<file path="config.mk">
export PLATFORM = sky130hd
export DESIGN_NAME = vga_timing_driver
export DESIGN_NICKNAME = d
export VERILOG_FILES = /design/src/rtl/vga_timing_pkg.sv /design/src/rtl/vga_axis_counter.sv /design/src/rtl/vga_timing_driver.sv
export SDC_FILE = /design/constraint.sdc
export NUM_CORES = 1
export LEC_CHECK = 0
export BUFFER_PORTS_ARGS = -buffer_cell sky130_fd_sc_hd__buf_2
export CAP_MARGIN = 0
export CORE_MARGIN = 5
export CORE_UTILIZATION = 49
export CTS_CLUSTER_DIAMETER = 50
export DETAILED_ROUTE_END_ITERATION = 7
export PLACE_DENSITY_LB_ADDON = 0.12
export SKIP_CTS_REPAIR_TIMING = 1
export SKIP_LAST_GASP = 1
export SYNTH_ARGS = -nofsm -noshare
export SYNTH_HDL_FRONTEND = slang
export SYNTH_SLANG_ARGS = --single-unit
</file>
<file path="constraint.sdc">
create_clock -name clock_25mhz -period 2 [get_ports clock_25mhz]
set_input_delay 0.4 -clock clock_25mhz [delete_from_list [all_inputs] [get_ports clock_25mhz]]
set_output_delay 0.4 -clock clock_25mhz [all_outputs]
set_load 0.05 [all_outputs]
</file>
<file path="src/rtl/vga_timing_pkg.sv">
// Shared VGA 640x480@60 timing defaults and coordinate type.
package vga_timing_pkg;

   localparam int unsigned H_ACTIVE = 640;
   localparam int unsigned H_FRONT  = 16;
   localparam int unsigned H_SYNC   = 96;
   localparam int unsigned H_BACK   = 48;
   localparam int unsigned H_TOTAL  = H_ACTIVE + H_FRONT + H_SYNC + H_BACK;

   localparam int unsigned V_ACTIVE = 480;
   localparam int unsigned V_FRONT  = 10;
   localparam int unsigned V_SYNC   = 2;
   localparam int unsigned V_BACK   = 33;
   localparam int unsigned V_TOTAL  = V_ACTIVE + V_FRONT + V_SYNC + V_BACK;

   // Sync pulses are driven low while asserted.
   localparam logic SYNC_ACTIVE = 1'b0;

   typedef logic [9:0] coord_t;

   // Inclusive window test used for the sync pulse span.
   function automatic logic in_window(coord_t value, coord_t first, coord_t last);
      return (value >= first) && (value <= last);
   endfunction

endpackage

</file>
<file path="src/rtl/vga_axis_counter.sv">
// One raster axis: a wrapping position counter plus the sync and active flags.
// sync and active describe the count value that will be loaded on the coming
// edge, so a register stage fed from them lines up with the count register.
// wrap is the terminal-count strobe and feeds the next axis as its enable.
module vga_axis_counter
   import vga_timing_pkg::*;
#(
   parameter int unsigned ACTIVE      = H_ACTIVE,
   parameter int unsigned FRONT       = H_FRONT,
   parameter int unsigned SYNC        = H_SYNC,
   parameter int unsigned BACK        = H_BACK,
   parameter logic        SYNC_ACTIVE = 1'b0
)(
   input  logic       clock,
   input  logic       reset_n,
   input  logic       enable,
   output logic [9:0] count,
   output logic       wrap,
   output logic       sync,
   output logic       active
);

   localparam int unsigned TOTAL      = ACTIVE + FRONT + SYNC + BACK;
   localparam coord_t      LAST       = coord_t'(TOTAL - 1);
   localparam coord_t      SYNC_FIRST = coord_t'(ACTIVE + FRONT);
   localparam coord_t      SYNC_LAST  = coord_t'(ACTIVE + FRONT + SYNC - 1);
   localparam coord_t      ACTIVE_END = coord_t'(ACTIVE);

   coord_t count_next;

   // Wrap at the configured total, never at the 10-bit overflow.
   assign wrap = enable && (count == LAST);

   // Next position: hold, step, or return to zero at the terminal count.
   always_comb begin
      count_next = count;
      if (wrap) begin
         count_next = '0;
      end else if (enable) begin
         count_next = count + coord_t'(1);
      end
   end

   assign sync   = in_window(count_next, SYNC_FIRST, SYNC_LAST) ? SYNC_ACTIVE : ~SYNC_ACTIVE;
   assign active = (count_next < ACTIVE_END);

   // Position register.
   always_ff @(posedge clock or negedge reset_n) begin
      if (!reset_n) begin
         count <= '0;
      end else begin
         count <= count_next;
      end
   end

endmodule

</file>
<file path="src/rtl/vga_timing_driver.sv">
// VGA raster timing generator: horizontal and vertical axis counters with
// registered sync and active-area outputs, all aligned to the same (x,y).
module vga_timing_driver #(
   parameter int unsigned H_ACTIVE    = vga_timing_pkg::H_ACTIVE,
   parameter int unsigned H_FRONT     = vga_timing_pkg::H_FRONT,
   parameter int unsigned H_SYNC      = vga_timing_pkg::H_SYNC,
   parameter int unsigned H_BACK      = vga_timing_pkg::H_BACK,
   parameter int unsigned V_ACTIVE    = vga_timing_pkg::V_ACTIVE,
   parameter int unsigned V_FRONT     = vga_timing_pkg::V_FRONT,
   parameter int unsigned V_SYNC      = vga_timing_pkg::V_SYNC,
   parameter int unsigned V_BACK      = vga_timing_pkg::V_BACK,
   parameter logic        SYNC_ACTIVE = vga_timing_pkg::SYNC_ACTIVE
)(
   input  logic       clock_25mhz,
   input  logic       reset_n,
   output logic [9:0] x,
   output logic [9:0] y,
   output logic       hsync,
   output logic       vsync,
   output logic       in_active_area
);

   import vga_timing_pkg::*;

   logic h_wrap;
   logic h_sync;
   logic h_active;
   logic v_wrap;
   logic v_sync;
   logic v_active;

   vga_axis_counter #(
      .ACTIVE      (H_ACTIVE),
      .FRONT       (H_FRONT),
      .SYNC        (H_SYNC),
      .BACK        (H_BACK),
      .SYNC_ACTIVE (SYNC_ACTIVE)
   ) u_h_axis (
      .clock   (clock_25mhz),
      .reset_n (reset_n),
      .enable  (1'b1),
      .count   (x),
      .wrap    (h_wrap),
      .sync    (h_sync),
      .active  (h_active)
   );

   // Lines advance only on the pixel clock where the line wraps.
   vga_axis_counter #(
      .ACTIVE      (V_ACTIVE),
      .FRONT       (V_FRONT),
      .SYNC        (V_SYNC),
      .BACK        (V_BACK),
      .SYNC_ACTIVE (SYNC_ACTIVE)
   ) u_v_axis (
      .clock   (clock_25mhz),
      .reset_n (reset_n),
      .enable  (h_wrap),
      .count   (y),
      .wrap    (v_wrap),
      .sync    (v_sync),
      .active  (v_active)
   );

   // Output register stage; the axis flags already look one position ahead.
   always_ff @(posedge clock_25mhz or negedge reset_n) begin
      if (!reset_n) begin
         hsync          <= ~SYNC_ACTIVE;
         vsync          <= ~SYNC_ACTIVE;
         in_active_area <= 1'b1;
      end else begin
         hsync          <= h_sync;
         vsync          <= v_sync;
         in_active_area <= h_active && v_active;
      end
   end

   // A frame can only end on the last pixel of a line.
   a_frame_wrap_at_line_end: assert property (
      @(posedge clock_25mhz) disable iff (!reset_n) v_wrap |-> h_wrap
   );

endmodule

</file>
==> parameters.txt, run 1 <==
Parameter                              Value

Logic synthesis
  Unique masters post-synth ... 41
  Register bit total from synthesis ... 23
  Top cells by area, synth ... sky130_fd_sc_hd__dfrtp_1 36%, sky130_fd_sc_hd__dfstp_2 5.7%, sky130_fd_sc_hd__xnor2_1 4.4%, sky130_fd_sc_hd__ha_1 3.6%, sky130_fd_sc_hd__nand2_1 3.5%
  Post-Syn Nets ... 149
  Largest area contributor in the netlist ... sky130_fd_sc_hd__dfrtp_1
  Number of synthesized flops with an enable pin ... 0
  Async set-or-reset flop fraction in the synthesized netlist ... 100%
  Most frequent cell after synthesis ... sky130_fd_sc_hd__dfrtp_1
  Yosys top cell area share ... a little over a third
  Synthesized instance count ... 143
  Most numerous cell types in the synthesized netlist ... 20 x sky130_fd_sc_hd__dfrtp_1, 13 x sky130_fd_sc_hd__nand2_1, 9 x sky130_fd_sc_hd__o21ai_0
  Mean cell area of the mapped netlist ... between 9 and 10 sq um
  Post-synth top flop ... sky130_fd_sc_hd__dfrtp_1
  Proportion of synthesized chip area in sequential cells ... around two fifths
  Area of the mapped netlist ... ~0.0014 sq mm
  YS warnings ... 0

STA
  Shortest clock period the worst path allows after layout ... about 1.9 ns
  Post-route fraction of the period consumed by the critical path ... a little over nine tenths
  Achievable frequency ... about 530 MHz
  Max transition margin ... between 60% and 70%
  Total setup violations reported at the end of the flow ... 0
  Worst slew pin tran ... 0.500 ns
  Pins Over Slew Limit ... 0
  Unrepaired setup endpoints after global routing ... true
  Hold Violations, Final ... 0
  Clock skew ... around 0.0033 ns

Pwr
  Sw frac ... between 20% and 30%
  Clock power share ... between 30 and 40%
  Leakage power summed over all cells ... about 0.74 nW
  Power per cell area ... ~430 mW/mm^2
  Comb power frac ... ~1.3%
  Final total power ... around 0.7 mW
  Highest ir drop seen on vdd ... between 0.3 and 0.4 mV
  Internal Pwr Total ... approximately 0.54 mW
  Power spent charging and discharging nets ... 0.153 mW
  Portion of total power attributed to sequential cells ... around 67%

Global route
  Wire length of the first global-routing pass ... 5.33 mm
  Global-route met2 utilization ... about a quarter
  Largest net degree at the start of global routing ... 24
  Grt peak-use layer ... met2
  Overall fraction of global-route tracks in use ... between 10% and 20%
  Via count of the first global-routing pass ... between 1000 and 1500
  Met1 demand-to-capacity share in global routing ... 23.1%
  GR met3 Demand/Resource ... approximately 2.7%
  Number of antenna violations at the first check in global routing ... 0
  Congestion Overflow GR ... 0

Cells and area
  Proportion of layout cells with a drive suffix above 1 ... roughly 34%
  Area growth from synthesis to final layout ... 16.2%
  Final net count ... 178
  Number of diodes ... 0
  Number of fill cells in the layout ... 224
  Final Non-Filler Cells ... around 200

Worst setup path
  Startpoint of the most critical register-to-register path ... u_h_axis.count[1]
  Worst path arrival time ... 2.13 ns
  Crit path to ... vsync
  Crit path max-delay family ... simple AND/OR/NAND/NOR gates
  Element type at the critical path start ... flop
  Worst-path cell chain ... ha_4 -> nand3_1 -> nor4_2 -> xnor2_1 -> nor4_2 -> nand4_1
  Worst path required time ... about 2.2 ns
  Reg-to-Reg End ... vsync
  Crit path max fanout ... 7
  Number of cells traversed by the worst register-to-register path ... 6
  Longest individual stage delay on the worst path ... 0.45 ns
  Worst setup EP type ... flop
  Setup CP Type ... reg2reg
  Path length in cells of the critical path ... 6
  Critical path's most frequent cell ... sky130_fd_sc_hd__nor4_2
  Critical Path Slowest Stage Cell ... sky130_fd_sc_hd__dfrtp_2
  WP buf/inv ... 0
  Crit path from ... u_h_axis.count[1]
  Setup slack of the worst register-to-register path ... about 0.11 ns

Route
  Length of the first detailed-routing pass in iterations ... 4
  Post-route antenna net violation count ... 0
  Violation count after the first detailed-routing iteration ... 54
  Average via count per standard cell ... 5.76
  Per-cell routed wire length ... approximately 15 microns
  Count of unresolved DRC violations after routing ... 0
  Final Routed Wirelength ... between 3 and 4 mm
  Total via count after detailed routing ... 1163

Die
  Area enclosed by the die boundary ... approximately 0.004 sq mm
  Std-Cell Rows ... 19
  Effective utilization at floorplan ... 50.8%
  Die X-Extent ... ~63 microns
  Vertical die dimension ... roughly 63 microns
  Number of top-level pins ... 25
  Placeable core area ... 0.00273 sq mm

Place
  GP Congestion ... between 0.8 and 0.9
  Port bufs ... 24
  Detail Placement HPWL ... between 2 and 2.5 mm
  Number of cells after detailed placement ... around 200

Job
  Max-cap violations ... 0

Status
  Run status ... finished clean

Clock network
  CTS clock-pin slew for the worst setup and hold paths ... approximately 0.13 ns
  Clock tree from TritonCTS ... built
  Buffer cell driving the clock tree root ... sky130_fd_sc_hd__clkbuf_4
  Number of buffers on the longest clock path ... 2
  Clock buffer count from CTS ... 3
  Maximum level of the CTS H-tree ... 1
  Clock latency on the worst-skew pair ... between 0.3 and 0.4 ns
  # clock sinks ... 23

Min path
  Hold Crit Class ... in2async
## registers in the layout, indices dropped and copies added (netlist names)
register        flops
u_v_axis.count     10
in_active_area      1
hsync               1
vsync               1
u_h_axis.count     10
## through the flow
stage	hold WS (ns)	cell area [sq um]	TNS, ns	setup WS, ns	util (%)
6_report	0.0276	1610	0	0.107	59.0
5_1_grt	0.0648	1610	-0.0198	-0.0198	59.0
4_1_cts	0.0493	1600	0	0.0586	58.5
3_5_place_dp	0.413	1570	0	0.0817	57.6
3_3_place_gp	0.401	1570	0	0.130	57.6
2_1_floorplan	0.104	1420	-0.0287	-0.0287	-
## power by group through the flow
stage / clock (mW) / combinational [mW] / sequential [mW]
2_1_floorplan: 0 / 0.000000317 / 0.474
3_3_place_gp: 0 / 0.0101 / 0.474
3_5_place_dp: 0 / 0.0105 / 0.474
4_1_cts: 0.229 / 0.0103 / 0.465
5_1_grt: 0.249 / 0.0116 / 0.465
6_report: 0.223 / 0.00916 / 0.465
## metal layers
| layer | routed length [microns] | vias to the layer above | share of wire [%] |
|---|---|---|---|
| li1 | - | 568 | - |
| met1 | 1440 | 554 | 48 |
| met2 | 1380 | 39 | 46 |
| met3 | 169 | 2 | 5.6 |
| met4 | 30 | 0 | 0.99 |
| met5 | 0 | - | 0 |
## cell families (layout without fill, tap and decap cells)
family	count (synthesis)	after routing	synth area share, %
xor+xnor	12	12	7.57
simple gates	63	63	27.7
flops	23	23	41.7
compound gates	21	21	9.91
fa+ha+maj	4	4	3.60
buf+inv	17	45	7.39
mux	3	3	2.16
## how the worst min path moves through the flow
stage               cells past startpoint                end     from  slack, ns
floorplan                               0  u_h_axis.count[0]  reset_n       0.10
detailed placement                      1  u_h_axis.count[7]  reset_n       0.41
global route                            1  u_v_axis.count[9]  reset_n       0.06
CTS                                     1  u_h_axis.count[4]  reset_n       0.05
finish                                  1  u_h_axis.count[7]  reset_n       0.03
global placement                        1  u_h_axis.count[7]  reset_n       0.40
## cell type report
| cell class | count | area (sq um) | area share, % |
|---|---|---|---|
| repair buffers | 34 | 195 | 12.1 |
| inverters | 7 | 26.3 | 1.63 |
| flip-flops and latches | 23 | 588 | 36.4 |
| clock buffers | 4 | 26.3 | 1.63 |
| well taps | 31 | 38.8 | 2.40 |
| multi-input cells | 103 | 739 | 45.8 |
## cells in the final DEF, fill, tap and decap left out, types with 4 or more instances in the layout
| cell type | count |
|---|---|
| sky130_fd_sc_hd__nand3_1 | 8 |
| sky130_fd_sc_hd__nand4_1 | 5 |
| sky130_fd_sc_hd__nand2_1 | 13 |
| sky130_fd_sc_hd__dfrtp_2 | 7 |
| sky130_fd_sc_hd__buf_2 | 24 |
| sky130_fd_sc_hd__o21ai_0 | 9 |
| sky130_fd_sc_hd__nor2_1 | 7 |
| sky130_fd_sc_hd__nand4b_1 | 4 |
| sky130_fd_sc_hd__dfrtp_1 | 13 |
| sky130_fd_sc_hd__xnor2_1 | 7 |
| sky130_fd_sc_hd__buf_4 | 10 |
| sky130_fd_sc_hd__xor2_1 | 5 |
| sky130_fd_sc_hd__and3_1 | 5 |
| sky130_fd_sc_hd__inv_1 | 7 |
(Power assumes the default switching activity.)
==> run 2: changes to the inputs <==
--- a/config.mk
+++ b/config.mk
@@ -11,6 +11,7 @@
 export CORE_UTILIZATION = 49
 export CTS_CLUSTER_DIAMETER = 50
 export DETAILED_ROUTE_END_ITERATION = 7
+export MAX_ROUTING_LAYER = met4
 export PLACE_DENSITY_LB_ADDON = 0.12
 export SKIP_CTS_REPAIR_TIMING = 1
 export SKIP_LAST_GASP = 1
==> parameters.txt, run 2 (synthesis gave the netlist of run 1 again) <==
Parameter                              Value

Status
  Run status ... finished clean

Worst setup path
  Crit path max fanout ... 7
  Setup CP Type ... reg2reg
  Longest individual stage delay on the worst path ... 0.45 ns
  Worst setup EP type ... flop
  Worst path required time ... 2.23 ns
  Startpoint of the most critical register-to-register path ... u_h_axis.count[1]
  Crit path from ... u_h_axis.count[1]
  Element type at the critical path start ... flop
  Critical path's most frequent cell ... sky130_fd_sc_hd__nor4_2
  Worst-path cell chain ... ha_4 -> nand3_1 -> nor4_2 -> xnor2_1 -> nor4_2 -> nand4_1
  Worst path arrival time ... between 2 and 2.5 ns
  Critical Path Slowest Stage Cell ... sky130_fd_sc_hd__dfrtp_2

Clock network
  Number of buffers on the longest clock path ... 2
  Buffer cell driving the clock tree root ... sky130_fd_sc_hd__clkbuf_4
  CTS clock-pin slew for the worst setup and hold paths ... about 0.13 ns
  Clock tree from TritonCTS ... built
  # clock sinks ... 23
  Clock buffer count from CTS ... 3
  Clock latency on the worst-skew pair ... approximately 0.31 ns
  Maximum level of the CTS H-tree ... 1

Cells and area
  Final net count ... 178
  Number of diodes ... 0
  Largest registers ... u_h_axis.count (10), u_v_axis.count (10)
  Area growth from synthesis to final layout ... 16.2%
  Final std cell area, no fill ... approximately 0.0016 sq mm
  Leading cell type in the layout, fill and taps excluded ... sky130_fd_sc_hd__buf_2
  Final Non-Filler Cells ... just over 200
  Most frequent cells in the layout ... 24 x sky130_fd_sc_hd__buf_2, 13 x sky130_fd_sc_hd__nand2_1, 13 x sky130_fd_sc_hd__dfrtp_1
  Fin util ... roughly three fifths
  Proportion of layout cells with a drive suffix above 1 ... approximately 34%

STA
  Total Negative Setup Slacks ... 0 ns
  Total setup violations reported at the end of the flow ... 0
  Pins Over Slew Limit ... 0
  Clock skew ... about 0.0014 ns
  Max transition margin ... 66.6%
  Worst slew pin tran ... between 0.5 and 0.6 ns
  Final Worst Setup Slack ... a little under 0.09 ns
  Achievable frequency ... 523 MHz
  Unrepaired setup endpoints after global routing ... true
  Post-route fraction of the period consumed by the critical path ... a little over nine tenths
  Worst Hold Slack ... 0.0302 ns
  Hold Violations, Final ... 0
  Shortest clock period the worst path allows after layout ... roughly 1.9 ns

Route
  Final Routed Wirelength ... slightly above 3 mm
  Length of the first detailed-routing pass in iterations ... 4
  Violation count after the first detailed-routing iteration ... between 50 and 60
  Total via count after detailed routing ... ~1200
  Average via count per standard cell ... slightly below 6
  Post-route antenna net violation count ... 0
  Per-cell routed wire length ... between 15 and 20 microns
  Count of unresolved DRC violations after routing ... 0

Place
  Port bufs ... 24
  GP Congestion ... 0.869
  Worst slack, placed ... around 0.082 ns
  Instance area after placement ... 0.00157 sq mm
  Number of cells after detailed placement ... 198
  Detail Placement HPWL ... ~2.3 mm

Pwr
  Highest ir drop seen on vdd ... approximately 0.36 mV
  Power per cell area ... about 430 mW/mm^2
  Leakage power summed over all cells ... 0.739 nW
  Final total power ... approximately 0.7 mW

Global route
  Via count of the first global-routing pass ... roughly 1100
  Congestion Overflow GR ... 0
  Largest net degree at the start of global routing ... 24
  Overall fraction of global-route tracks in use ... between 15 and 20%
  Number of antenna violations at the first check in global routing ... 0
  Wire length of the first global-routing pass ... ~5.3 mm

Die
  Vertical die dimension ... between 60 and 70 microns
  Die X-Extent ... 63.2 microns
  Effective utilization at floorplan ... a little over 50%
  Area enclosed by the die boundary ... 0.00400 sq mm
  Std-Cell Rows ... 19
  Placeable core area ... roughly 0.0027 sq mm
  Number of top-level pins ... 25

Min path
  Hold Crit Class ... in2async

Job
  Max-cap violations ... 0
[run 2: cell counts in the layout (fill, tap and decap cells not counted)]
Identical to the previous run, type by type.
[run 2: final timing paths]
kind | endpoint | slack, ns | cells past startpoint
hold reg to reg | u_h_axis.count[0] | 0.53 | 1
min in group clock_25mhz | u_h_axis.count[0] | 0.53 | 1
hold / removal | u_v_axis.count[9] | 0.03 | 1
setup / recovery | vsync | 0.09 | 6
max in group asynchronous | u_h_axis.count[3] | 1.61 | 1
setup reg to reg | vsync | 0.09 | 6
[run 2: worst max-delay path, delay by kind of cell (launching register included)]
| family | cells | cell delay (ns) |
|---|---|---|
| AND/OR/NAND/NOR | 4 | 1.03 |
| flip-flops | 1 | 0.45 |
| adder cells (fa/ha/maj) | 1 | 0.21 |
| XOR/XNOR | 1 | 0.13 |
[run 2: final cells by class]
| class | count | area [sq um] |
|---|---|---|
| tap | 31 | 38.8 |
| fill | 224 | 1120 |
| inverter | 7 | 26.3 |
| multi-input combinational | 103 | 739 |
| sequential | 23 | 588 |
| timing repair buffer | 34 | 195 |
| clock buffer | 4 | 26.3 |
[run 2: where the power goes]
part	total [mW]	switching, mW	internal [mW]
logic	0.00916	0.00846	0.000698
clock network	0.221	0.143	0.0781
registers	0.465	0	0.465
[run 2: routing by layer]
metal	up-vias	global-route usage, %	part of all wire (%)
li1	568	-	-
met2	37	24.9	46
met1	563	23.2	48
met3	4	2.49	5.5
met5	-	-	0
met4	0	3.90	1.2
